[config.mk]
export PLATFORM = sky130hd
export DESIGN_NAME = ysyx_22050243_mem_arbiter
export DESIGN_NICKNAME = d
export VERILOG_FILES = /design/src/rtl/ysyx_22050243_mem_arbiter.sv
export SDC_FILE = /design/constraint.sdc
export NUM_CORES = 1
export LEC_CHECK = 0
export BUFFER_PORTS_ARGS = -buffer_cell sky130_fd_sc_hd__clkbuf_2
export CORE_AREA = 2 2 198 200
export DETAILED_ROUTE_END_ITERATION = 8
export DIE_AREA = 0 0 200 202
export GPL_ROUTABILITY_DRIVEN = 0
export HOLD_SLACK_MARGIN = 0.02
export PLACE_DENSITY = 0.5
export SYNTH_ARGS = -nofsm -noshare
export SYNTH_HDL_FRONTEND = slang
export SYNTH_SLANG_ARGS = --single-unit
export TNS_END_PERCENT = 5
[constraint.sdc]
create_clock -name clk -period 4.1 [get_ports clk]
set_input_delay 0.615 -clock clk [delete_from_list [all_inputs] [get_ports clk]]
set_output_delay 0.615 -clock clk [all_outputs]
set_load 0.01 [all_outputs]
[src/rtl/ysyx_22050243_mem_arbiter.sv]
// ysyx_22050243_mem_arbiter
// Shares one downstream memory port between the instruction-fetch requester (I)
// and the load/store requester (D). One transaction is in flight at a time.
// Arbitration is round-robin on contention, starting with D after reset. A
// watchdog turns a missing downstream response into an error response.
// Every output is driven straight from a flop.

module ysyx_22050243_mem_arbiter #(
    parameter int ADDR_WIDTH = 64,
    parameter int DATA_WIDTH = 64,
    parameter int INST_WIDTH = 32,
    parameter int TIMEOUT    = 255
) (
    input  logic                    clk,
    input  logic                    rst,

    // Instruction-fetch requester
    input  logic                    i_req_valid,
    input  logic [ADDR_WIDTH-1:0]   i_req_addr,
    output logic                    i_rsp_valid,
    output logic [INST_WIDTH-1:0]   i_rsp_inst,
    output logic                    i_rsp_err,

    // Load/store requester
    input  logic                    d_req_valid,
    input  logic                    d_req_we,
    input  logic [ADDR_WIDTH-1:0]   d_req_addr,
    input  logic [DATA_WIDTH-1:0]   d_req_wdata,
    input  logic [DATA_WIDTH/8-1:0] d_req_wmask,
    output logic                    d_rsp_valid,
    output logic [DATA_WIDTH-1:0]   d_rsp_rdata,
    output logic                    d_rsp_err,

    // Downstream memory port
    output logic                    mem_req_valid,
    input  logic                    mem_req_ready,
    output logic                    mem_req_we,
    output logic [ADDR_WIDTH-1:0]   mem_req_addr,
    output logic [DATA_WIDTH-1:0]   mem_req_wdata,
    output logic [DATA_WIDTH/8-1:0] mem_req_wmask,
    input  logic                    mem_rsp_valid,
    input  logic [DATA_WIDTH-1:0]   mem_rsp_rdata
);

    // The watchdog counter only has to reach TIMEOUT-1.
    localparam int CNT_W = (TIMEOUT > 1) ? $clog2(TIMEOUT) : 1;
    localparam logic [CNT_W-1:0] CNT_LAST = CNT_W'((TIMEOUT == 0) ? 0 : TIMEOUT - 1);

    typedef enum logic [1:0] {
        S_IDLE,
        S_REQ,
        S_WAIT,
        S_RESP
    } state_t;

    state_t           r_state;
    logic             r_owner_d;   // 1: current transaction belongs to D
    logic             r_last_d;    // 1: most recent grant went to D
    logic [CNT_W-1:0] r_cnt;       // cycles spent in WAIT

    logic                  w_any_req;
    logic                  w_grant_d;
    logic                  w_timeout;
    logic                  w_rsp_done;
    logic [DATA_WIDTH-1:0] w_rsp_data;
    logic [INST_WIDTH-1:0] w_rsp_inst;

    // Grant to D when it is alone, or on contention when I was served last.
    assign w_any_req = i_req_valid | d_req_valid;
    assign w_grant_d = d_req_valid & (~i_req_valid | ~r_last_d);

    // A TIMEOUT of 0 disables the watchdog.
    assign w_timeout  = (TIMEOUT != 0) && (r_cnt == CNT_LAST);
    assign w_rsp_done = mem_rsp_valid | w_timeout;

    // A timed-out access returns zero data.
    assign w_rsp_data = mem_rsp_valid ? mem_rsp_rdata : '0;

    // Address bit 2 selects which half of the returned beat holds the instruction.
    assign w_rsp_inst = mem_req_addr[2] ? w_rsp_data[2*INST_WIDTH-1 -: INST_WIDTH]
                                        : w_rsp_data[INST_WIDTH-1:0];

    // Control FSM; it also owns every registered output.
    // NOTE: sequential state is assigned only with <= so each flop samples
    // pre-edge values regardless of statement order.
    always_ff @(posedge clk) begin
        if (rst) begin
            // NOTE: reset clears every flop, including the latched request
            // fields, so nothing visible on the ports is ever undefined.
            r_state       <= S_IDLE;
            r_owner_d     <= 1'b0;
            r_last_d      <= 1'b0;
            r_cnt         <= '0;
            i_rsp_valid   <= 1'b0;
            i_rsp_inst    <= '0;
            i_rsp_err     <= 1'b0;
            d_rsp_valid   <= 1'b0;
            d_rsp_rdata   <= '0;
            d_rsp_err     <= 1'b0;
            mem_req_valid <= 1'b0;
            mem_req_we    <= 1'b0;
            mem_req_addr  <= '0;
            mem_req_wdata <= '0;
            mem_req_wmask <= '0;
        end else begin
            case (r_state)
                S_IDLE: begin
                    if (w_any_req) begin
                        r_owner_d     <= w_grant_d;
                        r_last_d      <= w_grant_d;
                        mem_req_valid <= 1'b1;
                        r_state       <= S_REQ;
                        if (w_grant_d) begin
                            mem_req_we    <= d_req_we;
                            mem_req_addr  <= d_req_addr;
                            mem_req_wdata <= d_req_wdata;
                            // Loads never carry a byte mask downstream.
                            mem_req_wmask <= d_req_we ? d_req_wmask : '0;
                        end else begin
                            // Fetches are always plain reads.
                            mem_req_we    <= 1'b0;
                            mem_req_addr  <= i_req_addr;
                            mem_req_wdata <= '0;
                            mem_req_wmask <= '0;
                        end
                    end
                end

                S_REQ: begin
                    // Fields stay put until the downstream handshake.
                    if (mem_req_ready) begin
                        mem_req_valid <= 1'b0;
                        r_cnt         <= '0;
                        r_state       <= S_WAIT;
                    end
                end

                S_WAIT: begin
                    r_cnt <= r_cnt + CNT_W'(1);
                    if (w_rsp_done) begin
                        r_state <= S_RESP;
                        if (r_owner_d) begin
                            d_rsp_valid <= 1'b1;
                            d_rsp_rdata <= mem_req_we ? '0 : w_rsp_data;
                            d_rsp_err   <= ~mem_rsp_valid;
                        end else begin
                            i_rsp_valid <= 1'b1;
                            i_rsp_inst  <= w_rsp_inst;
                            i_rsp_err   <= ~mem_rsp_valid;
                        end
                    end
                end

                S_RESP: begin
                    // One-cycle pulse; no grant here so a still-held request
                    // that was just answered is not served twice.
                    i_rsp_valid <= 1'b0;
                    i_rsp_inst  <= '0;
                    i_rsp_err   <= 1'b0;
                    d_rsp_valid <= 1'b0;
                    d_rsp_rdata <= '0;
                    d_rsp_err   <= 1'b0;
                    r_state     <= S_IDLE;
                end

                default: r_state <= S_IDLE;
            endcase
        end
    end

endmodule

Yosys cells after proc, flatten, opt, wreduce, memory -nomap -nowiden
Index checks and enable logic that the tools add are counted.
Operators by class
  multiplexer cells: 35
  bitwise logic cells: 7
  equality and inequality tests: 9
  add/sub/neg operators: 1
  reductions and logical operators: 10
Operator list (number)
  64-bit two-way mux: 6
  64-bit one-hot mux with 2 select lines: 1
  32-bit two-way mux: 3
  32-bit one-hot mux with 2 select lines: 1
  8-bit two-way mux: 3
  8-bit one-hot mux with 2 select lines: 1
  3-bit AND reduction: 4
  1-bit two-way mux: 11
  2-bit inequality test, second input constant: 5
  1-bit one-hot mux with 2 select lines: 5
  8-bit by 1-bit adder with 8-bit output, second input constant: 1
  8-bit == test, second input constant: 1
  2-bit one-hot mux with 4 select lines: 1
  2-bit two-way mux: 3
  2-bit nonzero test: 3
  2-bit == test, second input constant: 2
  2-bit AND reduction: 2
  1-bit inverter: 3
  1-bit OR: 3
  2-bit by 1-bit == test with 1-bit output, second input constant: 1
  2-bit zero test: 1
  1-bit bitwise AND: 1
Storage, ports and cells
  flip-flop bits (word level): 249
  bits of input ports: 271
  logic and storage cells: 76
  output and inout port bits: 238

Depth between registers and ports, before layout
Gate-level depths: netlist of the first run.
  depth in word-level cells: 5
  gate-level depth with buffers: 9

Worst setup path before layout of the first run
OpenSTA, ideal clock, no wires.
  path type: input to register
  start: input rst
  end: register d_rsp_rdata[45]
  path buffers: 3
  path slack: 2.381 ns
  data arrival time: 1.659 ns
  stages: 7
  cells stage by stage: clkbuf_1 -> nor3b_2 -> nand2_1 -> nor3b_2 -> buf_4 -> buf_6 -> a22o_1
RTL lines
  start, declared: RTL line 15  | input logic rst,
  end signal, assigned: RTL line 144  | d_rsp_rdata <= mem_req_we ? '0 : w_rsp_data;
  end, declared: RTL line 31  | output logic [DATA_WIDTH-1:0] d_rsp_rdata,

Worst setup path after layout of the first run
  start: register r_state[0]
  end: register d_rsp_rdata[4]
On the way
  cells in the longest elaborated chain, start to end: 3
  elaborated cells on any way between the ends: 7
  those cells by class: 4 x eq/ne; 1 x mux; 2 x reduce/logical
RTL lines
  start, declared: RTL line 56  | state_t r_state;
  start signal, assigned: RTL line 90  | r_state <= S_IDLE;
  start signal, assigned: RTL line 112  | r_state <= S_REQ;
  start signal, assigned: RTL line 134  | r_state <= S_WAIT;
  2-bit == test: RTL line 106  | case (r_state)
  2-bit inequality test (no line) or 2-bit nonzero test (tied branches)
  3-bit AND reduction (no line)
Several ways; a longest one is shown, not always the timed one.
A chain may end at the register's enable or synchronous reset.

==> results of run 1 <==
## path summary, 6_finish.rpt
| check | startpoint | end | slack [ns] | cells after the start |
|---|---|---|---|---|
| setup / recovery | r_state[0]$_SDFFE_PP0P_ | d_rsp_rdata[4]$_SDFFE_PP0P_ | 1.65 | 7 |
| hold / removal | mem_rsp_rdata[18] | d_rsp_rdata[18]$_SDFFE_PP0P_ | 0.28 | 2 |
| setup reg to reg | r_state[0]$_SDFFE_PP0P_ | d_rsp_rdata[4]$_SDFFE_PP0P_ | 1.65 | 7 |
| hold reg to reg | i_rsp_inst[22]$_SDFFE_PP0P_ | i_rsp_inst[22]$_SDFFE_PP0P_ | 0.46 | 1 |
## metrics by stage
stage	cells	power, mW	cell area (sq um)
after floorplan	902	4.45	9510
after global placement	1862	5.31	12400
after detailed placement	1862	5.33	12400
after CTS	1916	8.06	13400
after global routing	1916	8.42	13400
final	1916	7.95	13400
## Yosys cell counts, types with 4 or more instances
| master | count |
|---|---|
| dfxtp_1 | 249 |
| nor2_1 | 145 |
| mux2i_1 | 97 |
| a22oi_1 | 72 |
| a22o_1 | 65 |
| a211oi_1 | 64 |
| clkbuf_1 | 31 |
| o2bb2ai_1 | 23 |
| nand2_1 | 21 |
| buf_2 | 20 |
| buf_6 | 18 |
| nand2b_1 | 12 |
| mux2_2 | 11 |
| a21oi_1 | 7 |
| buf_1 | 6 |
| ha_1 | 6 |
| inv_1 | 5 |
| nor2b_1 | 5 |
| o21ai_0 | 5 |
| nor3_1 | 4 |
## layer usage
layer	routed length (um)	global-route usage
met2	15200	0.258
met1	13500	0.181
met5	13	0
met4	648	0.0434
met3	2820	0.0422
## layout make-up
cell class	instances	area (sq um)	share of cell area
repair buffers	520	2670	0.199
multi-input cells	570	4090	0.305
flip-flops and latches	249	4990	0.371
clock inverters	11	126	0.00941
well taps	518	648	0.0482
inverters	5	18.8	0.00140
clock buffers	43	890	0.0662
## power by group
| group | internal, mW | switching, mW |
|---|---|---|
| clock | 1.63 | 1.07 |
| combinational | 0.882 | 1.32 |
| sequential | 2.80 | 0.249 |
| total | 5.31 | 2.63 |
## flip-flops by register name, indices dropped and copies added, names as in the netlist, 2 cells and up
register and flops:
d_rsp_rdata 64, mem_req_wdata 64, i_rsp_inst 32, mem_req_addr 64, r_state 2, mem_req_wmask 8, r_cnt 8
## critical path, cell delays in order, from the launching register on
cell	delay, ns
dfxtp_1	0.34
inv_1	0.09
ha_1	0.34
nor2b_1	0.26
o21ai_4	0.14
a21oi_4	0.38
buf_4	0.57
a22o_1	0.22
## cell families (layout without fill, tap and decap cells)
family / Yosys count / count (layout)
fa+ha+maj: 6 / 6
compound gates: 248 / 248
buf+inv: 83 / 579
flops: 249 / 249
simple gates: 203 / 203
xor+xnor: 5 / 5
mux: 108 / 108
==> reports/metrics.csv, run 1 <==
metric,value,unit
skew,0.0127,ns
die_h,202,um
hpwl,23600,um
die_width,200,um
yosys.area_share.xor_xnor,0.00460,
power_density,592,mW/mm^2
num_vias,8626,
clock_sink_count,249,
finalCritPeriodShare,0.599,
arrival,2.95,ns
dieArea,0.0404,sq mm
synth_cells,902,
synth_top_area_share,0.524,
drtPass1Iterations,4,
final_common_cell,clkbuf_2,
gr-total-overflow,0,
postCtsHoldBufs,0,
cts_buffer_depth,3,
crit_type,register to register,
rsz0062_at_grt,false,
synth_edf_count,0,
clock_latency,0.56,ns
ir_drop,0.000346,V
ctsRootBufferMaster,clkbuf_16,
pre_cts_ws,1.57,ns
grt_pass1_vias,8358,
cts_tree,yes,
slew_viol_final,0,
hp-class,input pin to register,
max_freq,0.407,GHz
ys_seq_area_frac,0.524,
globalRouteTotalUtil,0.150,
synth_top_family_by_area,compound AO/OA/AOI/OAI gates,
synth_fa_ha_area_frac,0.00789,
critPathLaunchType,register,
coreArea,0.0383,sq mm
start_util,0.248,
synth_largest_area_cell,dfxtp_1,
wl_per_cell,16.8,um
end_kind,register,
cts-resized-gates,0,
io_pins,509,
fillers,3980,
final_cell_mix,"clkbuf_2, dfxtp_1, nor2_1",
synth.area.top_cells,"dfxtp_1, mux2i_1, a22o_1",
synth_compound_area_frac,0.205,
ys_ff_latch,249,
setup_ws,1.65,ns
tightestPinTransition,0.953,ns
numCtsBuffers,30,
port-buffer-count,508,
cp.required,4.60,ns
finalCriticalPeriod,2.45,ns
synth_area_per_cell,10.5,sq um
yosys.area_share.simple,0.0922,
synth_nets,1179,
hold_ws,0.285,ns
row_count,72,
cts-htree-levels,1,
drive_above_1_share,0.426,
maxCapViolCount,0,
leakagePower,6.35,nW
final_core_util,0.351,
postCtsSetupBuffers,0,
relSlewSlack,0.363,
synth.distinct_cells,43,
hold_viol_final,0,
totalWireLength,32200,um
antenna_left,0,
grt_max_degree,159,
ys_warn_count,0,
grt_pass1_wl,47700,um
syn_area,0.00951,sq mm
synth-main-ff-cell,dfxtp_1,
viasPerCell,4.50,
crit_path_max_fanout,52,
setup-violations-final,0,
async_reset_ff_frac,0,
clkTransAtPathRegs,0.06,ns
fin_tns_setup,0,ns
areaGrowthSynthToFinish,41.2,%
muxShareOfSynthArea,0.115,
drc,0,
antenna_found_initial,1,
drt_iter0_drc,333,
num_antenna_cells,0,
status,"complete, no violations",
layout.nets,1653,
Note: power is estimated with default switching activity, not from simulation.
==> inputs of run 2 (changes only) <==
CORE_AREA = 2 2 196 198   (was 2 2 198 200)
DIE_AREA = 0 0 198 200   (was 0 0 200 202)
PLACE_DENSITY = 0.52   (was 0.5)
clock period = 2 ns   (was 4.1 ns; I/O delays follow)
==> run 2 against run 1 <==
Against the previous run:
- first-iteration DRC count fell by 6.6%
- utilization rose by 5.0 points
- sequential power rose by 100%
- clock power rose by 100%
- combinational power rose by 130%
- cell count rose by 7.7%
- global-route usage rose by 0.76 points
- routed wire length rose by 3.8%
- critical path depth fell by 5
- clock skew rose by 0.00085 ns
- critical endpoint is now mem_req_addr[2]
- largest cell class unchanged
==> reports/metrics.csv, run 2 (synthesis gave the netlist of run 1 again) <==
metric,value,unit
relSlewSlack,0.590,
drt_iter0_drc,311,
numCtsBuffers,29,
final_core_util,0.401,
crit_path_max_fanout,18,
die_width,198,um
coreArea,0.0374,sq mm
whs_endpoint,d_rsp_rdata[7]$_SDFFE_PP0P_,
reg2reg_depth,8,
crit_type,register to primary output,
power_density,1110,mW/mm^2
seq_area,0.00499,sq mm
antenna_found_initial,3,
viasPerCell,4.45,
num_vias,9181,
globalRouteTotalUtil,0.157,
max_freq,0.533,GHz
arrival,1.58,ns
drc,0,
antenna_left,0,
clock_latency,0.55,ns
cp.required,1.70,ns
areaGrowthSynthToFinish,57.5,%
cts_tree,yes,
p_total,16.6,mW
row_count,71,
critPathLaunchType,register,
clkTransAtPathRegs,0.06,ns
min_from,mem_rsp_rdata[7],
finalCritPeriodShare,0.939,
port-buffer-count,508,
setup_ws,0.123,ns
setup-violations-final,0,
layout.nets,1806,
finalCriticalPeriod,1.88,ns
placed_area,0.0126,sq mm
gr-total-overflow,0,
grt_pass1_wl,49700,um
pre_cts_ws,0.182,ns
rsz0062_at_grt,false,
slew_viol_final,0,
drive_above_1_share,0.398,
final_cell_mix,"clkbuf_2, dfxtp_1, nor2_1",
hp-class,input pin to register,
holdPathStages,2,
clock_sink_count,249,
hold_viol_final,0,
reg_top3,"d_rsp_rdata x64, mem_req_addr x64, mem_req_wdata x64",
maxCapViolCount,0,
fin_tns_setup,0,ns
start_util,0.254,
multi_input_area,0.00409,sq mm
leakagePower,7.02,nW
cts-htree-levels,1,
cts_buffer_depth,3,
crit-reg2reg-launch,r_state[0]$_SDFFE_PP0P_,
dieArea,0.0396,sq mm
timing.rr.end,d_rsp_rdata[14]$_SDFFE_PP0P_,
ir_drop,0.000653,V
grt_pass1_vias,9104,
final_cell_count_no_fill,2064,
final_common_cell,clkbuf_2,
fin_area,0.0150,sq mm
ctsRootBufferMaster,clkbuf_16,
fillers,3673,
rrSetupSlack,0.17,ns
hold_ws,0.0364,ns
end_kind,primary output,
status,"complete, no violations",
totalWireLength,33400,um
tightestPinTransition,0.615,ns
wl_per_cell,16.2,um
dp.cells,1875,
hpwl,23800,um
drtPass1Iterations,5,
io_pins,509,
grt_max_degree,126,
skew,0.0135,ns
die_h,200,um
## run 2: cell types whose count changed in the layout (fill, tap and decap cells not counted)
cell           change
clkinvlp_4         +2
clkinv_2           -1
diode_2            +3
clkbuf_1           -1
buf_12             +6
dlygate4sd3_1    +131
clkinv_4           -1
inv_6              +1
buf_4             +15
clkinv_8           -1
buf_8              +1
## run 2: routing by layer
metal / share of wire / up-vias / GRT usage / wire (um)
met2: 0.48 / 390 / 0.274 / 16000
li1: - / 4558 / - / -
met1: 0.40 / 4172 / 0.180 / 13300
met5: 0 / - / 0 / 0
met4: 0.036 / 0 / 0.0615 / 1220
met3: 0.088 / 61 / 0.0501 / 2940
## run 2: how the worst max path moves through the flow
| stage | startpoint | end | slack [ns] |
|---|---|---|---|
| 2_1_floorplan | r_state[0]$_SDFFE_PP0P_ | d_rsp_rdata[0]$_SDFFE_PP0P_ | 0.32 |
| 5_1_grt | r_state[0]$_SDFFE_PP0P_ | d_rsp_rdata[24]$_SDFFE_PP0P_ | 0.002 |
| 3_3_place_gp | r_state[0]$_SDFFE_PP0P_ | d_rsp_rdata[6]$_SDFFE_PP0P_ | 0.19 |
| 4_1_cts | mem_req_addr[2]$_SDFFE_PP0P_ | mem_req_addr[2] | 0.08 |
| 6_report | mem_req_addr[2]$_SDFFE_PP0P_ | mem_req_addr[2] | 0.12 |
| 3_5_place_dp | r_state[0]$_SDFFE_PP0P_ | d_rsp_rdata[36]$_SDFFE_PP0P_ | 0.18 |
## run 2: layout make-up
type | count | share of cell area
Inverter | 5 | 0.00125
Multi-Input combinational cell | 570 | 0.273
Tap cell | 511 | 0.0427
Timing Repair Buffer | 674 | 0.284
Sequential cell | 249 | 0.333
Clock inverter | 11 | 0.00802
Antenna cell | 3 | 0.000501
Clock buffer | 41 | 0.0575
## run 2: what timing repair did
item	4_1_cts	5_1_grt
setup buffers	0	2
hold buffers	131	0
hold endpoints to repair	132	0
gates resized for setup	0	2
setup endpoints to repair	0	5
## run 2: power breakdown
group | leakage (nW) | switching [mW] | internal [mW] | total [mW]
sequential | 2.03 | 0.477 | 5.75 | 6.22
clock | 0.479 | 2.13 | 3.24 | 5.37
combinational | 4.51 | 2.81 | 2.19 | 5.00
## run 2: worst max-delay path, stage by stage, from the launching register on
cell,delay (ns)
dfxtp_2,0.67
buf_4,0.23
clkbuf_2,0.13
==> inputs of run 3 (changes only) <==
CORE_AREA = 2 2 200 202   (was 2 2 196 198)
DIE_AREA = 0 0 202 204   (was 0 0 198 200)
PLACE_DENSITY = 0.51   (was 0.52)
REMOVE_ABC_BUFFERS = 1   (was not set)
==> run 3 against run 2 <==
Against the previous run:
- critical path depth increased by 3
- worst hold slack improved by 0.0018 ns
- utilization decreased by 1.9 points
- non-clock buffer count decreased by 10
- clock skew increased by 0.0070 ns
- highest routed layer unchanged
==> reports/metrics.csv, run 3 (synthesis gave the netlist of run 1 again) <==
metric,value,unit
grt_pass1_vias,9007,
clock_latency,0.56,ns
die_h,204,um
reg_top3,"d_rsp_rdata x64, mem_req_addr x64, mem_req_wdata x64",
layout.nets,1794,
io_pins,509,
antenna_found_initial,3,
cp.required,2.41,ns
status,"complete, no violations",
final_common_cell,clkbuf_2,
hold_viol_final,0,
cts_tree,yes,
tightestPinTransition,0.728,ns
areaGrowthSynthToFinish,57.1,%
seq_area,0.00499,sq mm
placed_area,0.0126,sq mm
maxCapViolCount,0,
internal_power,11.1,mW
p_comb_frac,0.301,
multi_input_area,0.00409,sq mm
die_width,202,um
setup_ws,0.164,ns
num_vias,9235,
ctsRootBufferMaster,clkbuf_16,
crit_path_max_fanout,28,
power_density,1110,mW/mm^2
totalWireLength,34300,um
viasPerCell,4.47,
antenna_left,0,
grt_pass1_wl,51200,um
rrSetupSlack,0.16,ns
fin_area,0.0149,sq mm
final_cell_mix,"clkbuf_2, dfxtp_1, nor2_1",
wl_per_cell,16.6,um
final_core_util,0.381,
drive_above_1_share,0.394,
ir_drop,0.000537,V
finalCritPeriodShare,0.918,
port-buffer-count,508,
clkTransAtPathRegs,0.06,ns
fillers,3915,
drtPass1Iterations,5,
clock_sink_count,249,
skew,0.0206,ns
drc,0,
arrival,2.25,ns
end_kind,register,
grt_max_degree,103,
gr-total-overflow,0,
p_clk_frac,0.326,
leakagePower,6.99,nW
start_util,0.243,
hpwl,24200,um
cts-htree-levels,1,
slew_viol_final,0,
seq_power_share,0.373,
setup-violations-final,0,
finalCriticalPeriod,1.84,ns
critPathLaunchType,register,
numCtsBuffers,27,
cts_buffer_depth,3,
crit_type,register to register,
coreArea,0.0392,sq mm
globalRouteTotalUtil,0.156,
switchingPower,5.46,mW
pre_cts_ws,0.123,ns
hp-class,input pin to register,
swShare,0.329,
drt_iter0_drc,400,
dieArea,0.0412,sq mm
max_freq,0.545,GHz
relSlewSlack,0.513,
row_count,73,
## run 3: area by class of cell
class | instances | share of cell area
antenna | 2 | 0.000335
clock buffer | 36 | 0.0522
clock inverter | 14 | 0.0126
inverter | 5 | 0.00126
multi-input combinational | 570 | 0.274
sequential | 249 | 0.334
tap | 525 | 0.0439
timing repair buffer | 664 | 0.282
## run 3: critical path, cell delays in order (launching register included)
cell	delay (ns)
dfxtp_1	0.41
a21boi_4	0.38
buf_12	0.27
buf_12	0.22
mux2i_1	0.25
a211oi_1	0.10
## run 3: path summary, 6_finish.rpt
| check | endpoint | start | cells past startpoint |
|---|---|---|---|
| max | mem_req_addr[22]$_SDFFE_PP0P_ | r_last_d$_SDFFE_PP0P_ | 5 |
| min | d_rsp_rdata[35]$_SDFFE_PP0P_ | mem_rsp_rdata[35] | 2 |
| max reg2reg | mem_req_addr[22]$_SDFFE_PP0P_ | r_last_d$_SDFFE_PP0P_ | 5 |
| min reg2reg | d_rsp_err$_SDFFE_PP0P_ | d_rsp_err$_SDFFE_PP0P_ | 1 |
## run 3: metal layers
layer  routed length, um  track usage  vias up
li1                    -            -     4533
met1               14300        0.188     4250
met2               16600        0.274      399
met3                2580       0.0352       53
met4                 872       0.0504        0
met5                   0            0        -
## run 3: what timing repair did
| item | in CTS | in global routing |
|---|---|---|
| endpoints found under the hold margin | 136 | 0 |
| endpoints found under the setup margin | 0 | 44 |
| setup buffers | 0 | 1 |
| hold buffers | 131 | 0 |
| gates resized for setup | 0 | 5 |
## run 3: power by group through the flow
stage          clock, mW  sequential, mW  combinational [mW]
6_report            5.41            6.18                4.98
5_1_grt             5.74            6.27                5.49
4_1_cts             5.55            6.18                5.04
3_5_place_dp           0            6.28                4.82
3_3_place_gp           0            6.26                4.80
2_1_floorplan          0            6.36                2.00
## run 3: stage by stage
step / hold WS, ns / power, mW / setup TNS [ns] / cells
floorplan: 0.369 / 8.36 / -651.02 / 824
CTS: 0.0201 / 16.8 / 0 / 2060
global route: 0.0208 / 17.5 / -0.0384 / 2064
global placement: 0.439 / 11.1 / 0 / 1879
detailed placement: 0.445 / 11.1 / 0 / 1879
finish: 0.0382 / 16.6 / 0 / 2065
